--- config.mk ---
export PLATFORM = sky130hd
export DESIGN_NAME = mem_traverse_flat
export DESIGN_NICKNAME = d
export VERILOG_FILES = /design/src/rtl/mem_traverse_pkg.sv /design/src/rtl/mem_traverse_if.sv /design/src/rtl/mem_traverse_signal_cutter.sv /design/src/rtl/mem_traverse.sv /design/src/flat_wrapper.sv
export SDC_FILE = /design/constraint.sdc
export NUM_CORES = 1
export LEC_CHECK = 0
export ABC_AREA = 1
export CAP_MARGIN = 20
export CELL_PAD_IN_SITES_DETAIL_PLACEMENT = 1
export CELL_PAD_IN_SITES_GLOBAL_PLACEMENT = 2
export CORE_UTILIZATION = 26
export DETAILED_ROUTE_END_ITERATION = 10
export PLACE_DENSITY = 0.82
export SETUP_SLACK_MARGIN = 0.2
export SLEW_MARGIN = 20
export SYNTH_ARGS = -nofsm -noshare
export SYNTH_HDL_FRONTEND = slang
export SYNTH_SLANG_ARGS = --single-unit
--- constraint.sdc ---
create_clock -name clk -period 1.97 [get_ports clk]
set_clock_uncertainty 0.15 [all_clocks]
set_input_delay 0.197 -clock clk [delete_from_list [all_inputs] [get_ports clk]]
set_output_delay 0.197 -clock clk [all_outputs]
set_load 0.02 [all_outputs]
--- src/rtl/mem_traverse_pkg.sv ---
// Shared definitions for the loop-memory address traversal block.
package mem_traverse_pkg;

  localparam int DEFAULT_ADDR_WIDTH = 15;

  typedef enum logic [1:0] {
    IDLE,
    REC,
    OVERDUB,
    PLAY
  } mode_t;

endpackage

--- src/rtl/mem_traverse_if.sv ---
// Control inputs and traversal status outputs of mem_traverse, bundled as one port.
interface mem_traverse_if #(
  parameter int ADDR_WIDTH = mem_traverse_pkg::DEFAULT_ADDR_WIDTH
);

  logic                  step;
  logic                  write;
  logic                  read;
  logic                  reverse;
  logic [ADDR_WIDTH-1:0] curr_addr;
  logic [ADDR_WIDTH-1:0] loop_max;
  logic                  loop_exists;
  logic                  first_write_done;
  logic                  full;
  logic                  cycle;

  modport master (
    output step, write, read, reverse,
    input  curr_addr, loop_max, loop_exists, first_write_done, full, cycle
  );

  modport slave (
    input  step, write, read, reverse,
    output curr_addr, loop_max, loop_exists, first_write_done, full, cycle
  );

endinterface

--- src/rtl/mem_traverse_signal_cutter.sv ---
// Turns a level into a one-clk pulse on each 0->1 transition; suppressed while in reset.
module signal_cutter (
  input  logic clk,
  input  logic reset,
  input  logic in,
  output logic out
);

  logic prev;

  always_ff @(posedge clk) begin
    if (reset) prev <= 1'b0;
    else       prev <= in;
  end

  assign out = in & ~prev & ~reset;

endmodule

--- src/rtl/mem_traverse.sv ---
// Address sequencer for a looper memory owned by the parent: records, overdubs
// and plays back a loop, advancing one address per rising edge of step.
module mem_traverse
  import mem_traverse_pkg::*;
#(
  parameter int ADDR_WIDTH = DEFAULT_ADDR_WIDTH
) (
  input logic           clk,
  input logic           reset,
  mem_traverse_if.slave bus
);

  localparam logic [ADDR_WIDTH-1:0] TOP_ADDR = '1;

  logic                  stp;
  logic                  wr;
  logic                  rd;
  logic                  wr_p1;
  logic                  wr_fall;
  mode_t                 mode;

  logic [ADDR_WIDTH-1:0] addr_q,   addr_nxt;
  logic [ADDR_WIDTH-1:0] max_q,    max_nxt;
  logic                  exists_q, exists_nxt;
  logic                  done_q,   done_nxt;
  logic                  full_q,   full_nxt;
  logic                  cycle_q,  cycle_nxt;

  signal_cutter u_step_cutter (
    .clk   (clk),
    .reset (reset),
    .in    (bus.step),
    .out   (stp)
  );

  // Write with reverse held is treated as no write at all; write beats read.
  assign wr      = bus.write & ~bus.reverse;
  assign rd      = bus.read & ~wr & exists_q;
  assign wr_fall = wr_p1 & ~wr;

  always_comb begin
    mode = IDLE;
    if (wr)      mode = done_q ? OVERDUB : REC;
    else if (rd) mode = PLAY;
  end

  always_comb begin
    addr_nxt   = addr_q;
    max_nxt    = max_q;
    exists_nxt = exists_q;
    done_nxt   = done_q;
    full_nxt   = full_q;
    cycle_nxt  = 1'b0;

    // End of a write pass re-aims the pointer at the loop start for the current direction.
    if (wr_fall) begin
      done_nxt = 1'b1;
      addr_nxt = bus.reverse ? max_q : '0;
    end else if (stp) begin
      case (mode)
        REC: begin
          exists_nxt = 1'b1;
          addr_nxt   = addr_q + 1'b1;
          if (addr_q == TOP_ADDR) begin
            full_nxt = 1'b1;
            max_nxt  = TOP_ADDR;
          end else if (addr_q > max_q) begin
            max_nxt  = addr_q;
          end
        end
        OVERDUB: begin
          addr_nxt = (addr_q >= max_q) ? '0 : addr_q + 1'b1;
        end
        PLAY: begin
          if (bus.reverse) begin
            if (addr_q == '0) begin
              addr_nxt  = max_q;
              cycle_nxt = 1'b1;
            end else begin
              addr_nxt  = addr_q - 1'b1;
            end
          end else begin
            if (addr_q >= max_q) begin
              addr_nxt  = '0;
              cycle_nxt = 1'b1;
            end else begin
              addr_nxt  = addr_q + 1'b1;
            end
          end
        end
        default: ;
      endcase
    end
  end

  always_ff @(posedge clk) begin
    if (reset) begin
      addr_q   <= '0;
      max_q    <= '0;
      exists_q <= 1'b0;
      done_q   <= 1'b0;
      full_q   <= 1'b0;
      cycle_q  <= 1'b0;
      wr_p1    <= 1'b0;
    end else begin
      addr_q   <= addr_nxt;
      max_q    <= max_nxt;
      exists_q <= exists_nxt;
      done_q   <= done_nxt;
      full_q   <= full_nxt;
      cycle_q  <= cycle_nxt;
      wr_p1    <= wr;
    end
  end

  assign bus.curr_addr        = addr_q;
  assign bus.loop_max         = max_q;
  assign bus.loop_exists      = exists_q;
  assign bus.first_write_done = done_q;
  assign bus.full             = full_q;
  assign bus.cycle            = cycle_q;

endmodule

--- src/flat_wrapper.sv ---
// flat-port wrapper written by rule: the top's interface ports become plain ports
module mem_traverse_flat import mem_traverse_pkg::*;
#(
  parameter int ADDR_WIDTH = DEFAULT_ADDR_WIDTH
)
  (clk, reset, bus_step, bus_write, bus_read, bus_reverse, bus_curr_addr, bus_loop_max, bus_loop_exists, bus_first_write_done, bus_full, bus_cycle);
  mem_traverse_if #(.ADDR_WIDTH(ADDR_WIDTH)) bus_i ();
  input logic clk;
  input logic reset;
  input wire logic [$bits(bus_i.step)-1:0] bus_step;
  input wire logic [$bits(bus_i.write)-1:0] bus_write;
  input wire logic [$bits(bus_i.read)-1:0] bus_read;
  input wire logic [$bits(bus_i.reverse)-1:0] bus_reverse;
  output wire logic [$bits(bus_i.curr_addr)-1:0] bus_curr_addr;
  output wire logic [$bits(bus_i.loop_max)-1:0] bus_loop_max;
  output wire logic [$bits(bus_i.loop_exists)-1:0] bus_loop_exists;
  output wire logic [$bits(bus_i.first_write_done)-1:0] bus_first_write_done;
  output wire logic [$bits(bus_i.full)-1:0] bus_full;
  output wire logic [$bits(bus_i.cycle)-1:0] bus_cycle;
  assign bus_i.step = bus_step;
  assign bus_i.write = bus_write;
  assign bus_i.read = bus_read;
  assign bus_i.reverse = bus_reverse;
  assign bus_curr_addr = bus_i.curr_addr;
  assign bus_loop_max = bus_i.loop_max;
  assign bus_loop_exists = bus_i.loop_exists;
  assign bus_first_write_done = bus_i.first_write_done;
  assign bus_full = bus_i.full;
  assign bus_cycle = bus_i.cycle;
  mem_traverse #(.ADDR_WIDTH(ADDR_WIDTH)) u_core (.clk(clk), .reset(reset), .bus(bus_i));
endmodule
==> summary.md <==
| Metric | Value |
|---|---|
| Status | `complete, but fails checks` |
| Failing checks | `setup timing` |
| Hold slack final | `336 ps` |
| Die Ht | `106 µm` |
| Total Routing Usage GR | `0.226` |
| Largest cells by area after synthesis | `dfxtp_1 (26%), nand2_1 (15%), a21oi_1 (10%), ha_1 (8.0%), inv_1 (7.5%)` |
| Total Wirelength | `12400 µm` |
| Crit path cell chain | `inv_4, ha_4, nand2_4, inv_2, nand2_2, nand2_4, a21oi_4, nand3_4, buf_6, nand3_2, nand2_1, nand2_1, nand2_1, a21oi_2` |
| Worst EP required | `2060 ps` |
| CTS Hold Bufs | `0` |
| Placed cell areas | `4210 µm²` |
| Num Clock Sinks | `36` |
| Mapped Area | `2820 µm²` |
| Post-layout min period | `2040 ps` |
| Int Pwr | `1540 µW` |
| Fin crit share | `1.04` |
| Fmax achieved | `0.490 GHz` |
| Vias in the first global route | `3697` |
| Routed vias | `3586` |
| Fin Setup TNS | `-1150 ps` |
| Diode count | `0` |
| Post-route DRC | `0` |
| Final hold violations | `0` |
| CP peak stage delay | `370 ps` |
| Share of cells above drive strength 1 | `0.453` |
| Initial antenna violation count | `0` |
| Port Buf Inserts | `39` |
| Final WS setup | `-72.3 ps` |
| Worst-path maximum fanout | `3` |
| Syn_area_per_cell | `6.18 µm²` |
| Grt total ovfl | `0` |
| Async set-reset flop share out of synthesis | `0` |
| Final nets | `613` |
| Routed len/inst | `17.1 µm` |
| # IOs | `40` |
| Detail-routed via count per cell | `4.94` |
| CP bufs+invs | `3` |
| Hold Crit Class | `reg -> reg` |
| Routability cong. | `0.891` |
| Post-layout util | `0.471` |
| PwrDens | `528 nW/µm²` |
| Slew headroom | `0.630` |
| Clk buf depth | `2` |
| Synthesized flop and latch total | `36` |
| Worst-Skew Late Latency | `320 ps` |
| Largest net degree at the start of global routing | `31` |
| Die width | `106 µm` |
| Cell repeated most along the worst path | `nand2_1` |
| Core Region | `10400 µm²` |
| Crit-path slowest cell | `dfxtp_4` |
| ANT nets after route | `0` |
| Clock buffer count from CTS | `5` |
| Flop pwr share | `0.305` |
| RSZ-0062 raised after global routing | `true` |
| Register area share after synthesis | `0.256` |
| Sw Share | `0.408` |
| Fin area | `4910 µm²` |
| Peak VDD IR | `0.280 mV` |
| DRT Pass-1 Iters | `4` |
| Yosys top cell area share | `0.256` |
| Post-Syn Instances | `456` |
| Worst slack at placement | `-261 ps` |
| Most used DFF post-synth | `dfxtp_1` |
| Commonest non-fill, non-tap cell in the layout | `buf_4` |
| Row cnt | `37` |
| Max Slew Vio Count | `0` |
| LEAKAGE | `0.00232 µW` |
| CTS tree | `done` |
| CP top delay family | `simple AND/OR/NAND/NOR gates` |
| Post-synth EDFFs | `0` |
| Startpoint type of the worst setup path | `register` |
| Clock transition at path regs | `90 ps` |
| First-pass GRT wire length | `19400 µm` |
| Crit Path Class | `reg -> reg` |
| Iteration-0 DRC Markers | `98` |
| Commonest cells after routing, fill and taps aside | `buf_4 (91), nand2_1 (86), inv_1 (40)` |
| Initial Utilization | `0.270` |
| DP Wirelength | `8470 µm` |
| Syn Nets | `480` |
| Endpoints failing setup | `29` |
| Clk pwr share | `0.233` |
| Die area | `11300 µm²` |
| Yosys warns | `0` |
| Area Overhead vs Synth | `74.4%` |
| CP Capture Type | `register` |
| Root Driver | `clkbuf_8` |
| Net switching power | `1060 µW` |
| Largest area contributor in the netlist | `dfxtp_1` |
| Htree depth | `2` |
| Worst Path Arrival | `2130 ps` |
| Total of max-cap violations | `0` |
| Logic gate share of total power | `0.463` |
| Worst slew pin tran | `555 ps` |
| Netlist cell types | `30` |
==> per-layer routing <==
layer | vias up | global-route usage | routed length [µm]
met5 | - | 0 | 0
met4 | 0 | 0.102 | 450
met3 | 31 | 0.0343 | 389
met2 | 76 | 0.393 | 6120
met1 | 1742 | 0.273 | 5430
li1 | 1737 | - | -
==> worst min-delay path: cells and delay by family, from the launching register on <==
| family | cells | cell delay [ps] |
|---|---|---|
| flops | 1 | 330 |
| buf+inv | 1 | 70 |
| compound gates | 1 | 50 |
==> worst paths after layout <==
| check | start | endpoint | slack, ps | cells after the start |
|---|---|---|---|---|
| max | u_core.bus.loop_max[9]$_SDFFE_PP0P_ | u_core.bus.curr_addr[0]$_SDFFE_PP0P_ | -70 | 14 |
| min | u_core.bus.full$_SDFFE_PP0P_ | u_core.bus.full$_SDFFE_PP0P_ | 340 | 2 |
| max reg2reg | u_core.bus.loop_max[9]$_SDFFE_PP0P_ | u_core.bus.curr_addr[0]$_SDFFE_PP0P_ | -70 | 14 |
| min reg2reg | u_core.bus.full$_SDFFE_PP0P_ | u_core.bus.full$_SDFFE_PP0P_ | 340 | 2 |
==> cells by family after synthesis <==
| group | share of synthesized area |
|---|---|
| compound gates | 0.184 |
| xor+xnor | 0.0466 |
| fa+ha+maj | 0.0800 |
| buf+inv | 0.111 |
| flops | 0.256 |
| simple gates | 0.323 |
==> power by group through the flow <==
stage / Combinational, µW / Sequential, µW / Clock [µW]
after floorplan: 478 / 854 / 0
after global placement: 905 / 801 / 0
after detailed placement: 926 / 803 / 0
after CTS: 1110 / 789 / 621
after global routing: 1300 / 796 / 649
final: 1200 / 791 / 603
==> sequential cells by signal (all words and copies together), names as in the netlist <==
signal / count
u_core.bus.curr_addr: 15
u_core.bus.cycle: 1
u_core.bus.first_write_done: 1
u_core.bus.full: 1
u_core.bus.loop_exists: 1
u_core.bus.loop_max: 15
u_core.u_step_cutter.prev: 1
u_core.wr_p1: 1
==> stage by stage <==
stage          power (µW)  cells
2_1_floorplan        1330    456
3_3_place_gp         1710    704
3_5_place_dp         1730    704
4_1_cts              2520    723
5_1_grt              2740    726
6_report             2590    726
==> what timing repair did <==
item                       4_1_cts  5_1_grt
resized for setup              111       46
setup endpoints to repair       43       35
gates cloned                     1        0
pin swaps                       27       23
setup buffers                   10        3
==> final cells by class <==
type	count	area, µm²
clock buffers	6	82.6
clock inverters	2	10.0
fillers	1316	5510
inverters	60	254
multi-input cells	343	2360
flip-flops and latches	36	805
well taps	136	170
repair buffers	143	1230
==> Yosys cell counts, drive strengths merged (6+ instances only) <==
library cell and instances:
buf 8, ha 18, clkbuf 10, nand3 26, nand2 116, inv 60, a21oi 57, o21ai 37
dfxtp 36, nor2 55, nor3 6, xor2 13
No activity file was read; power rests on OpenSTA's default activity.
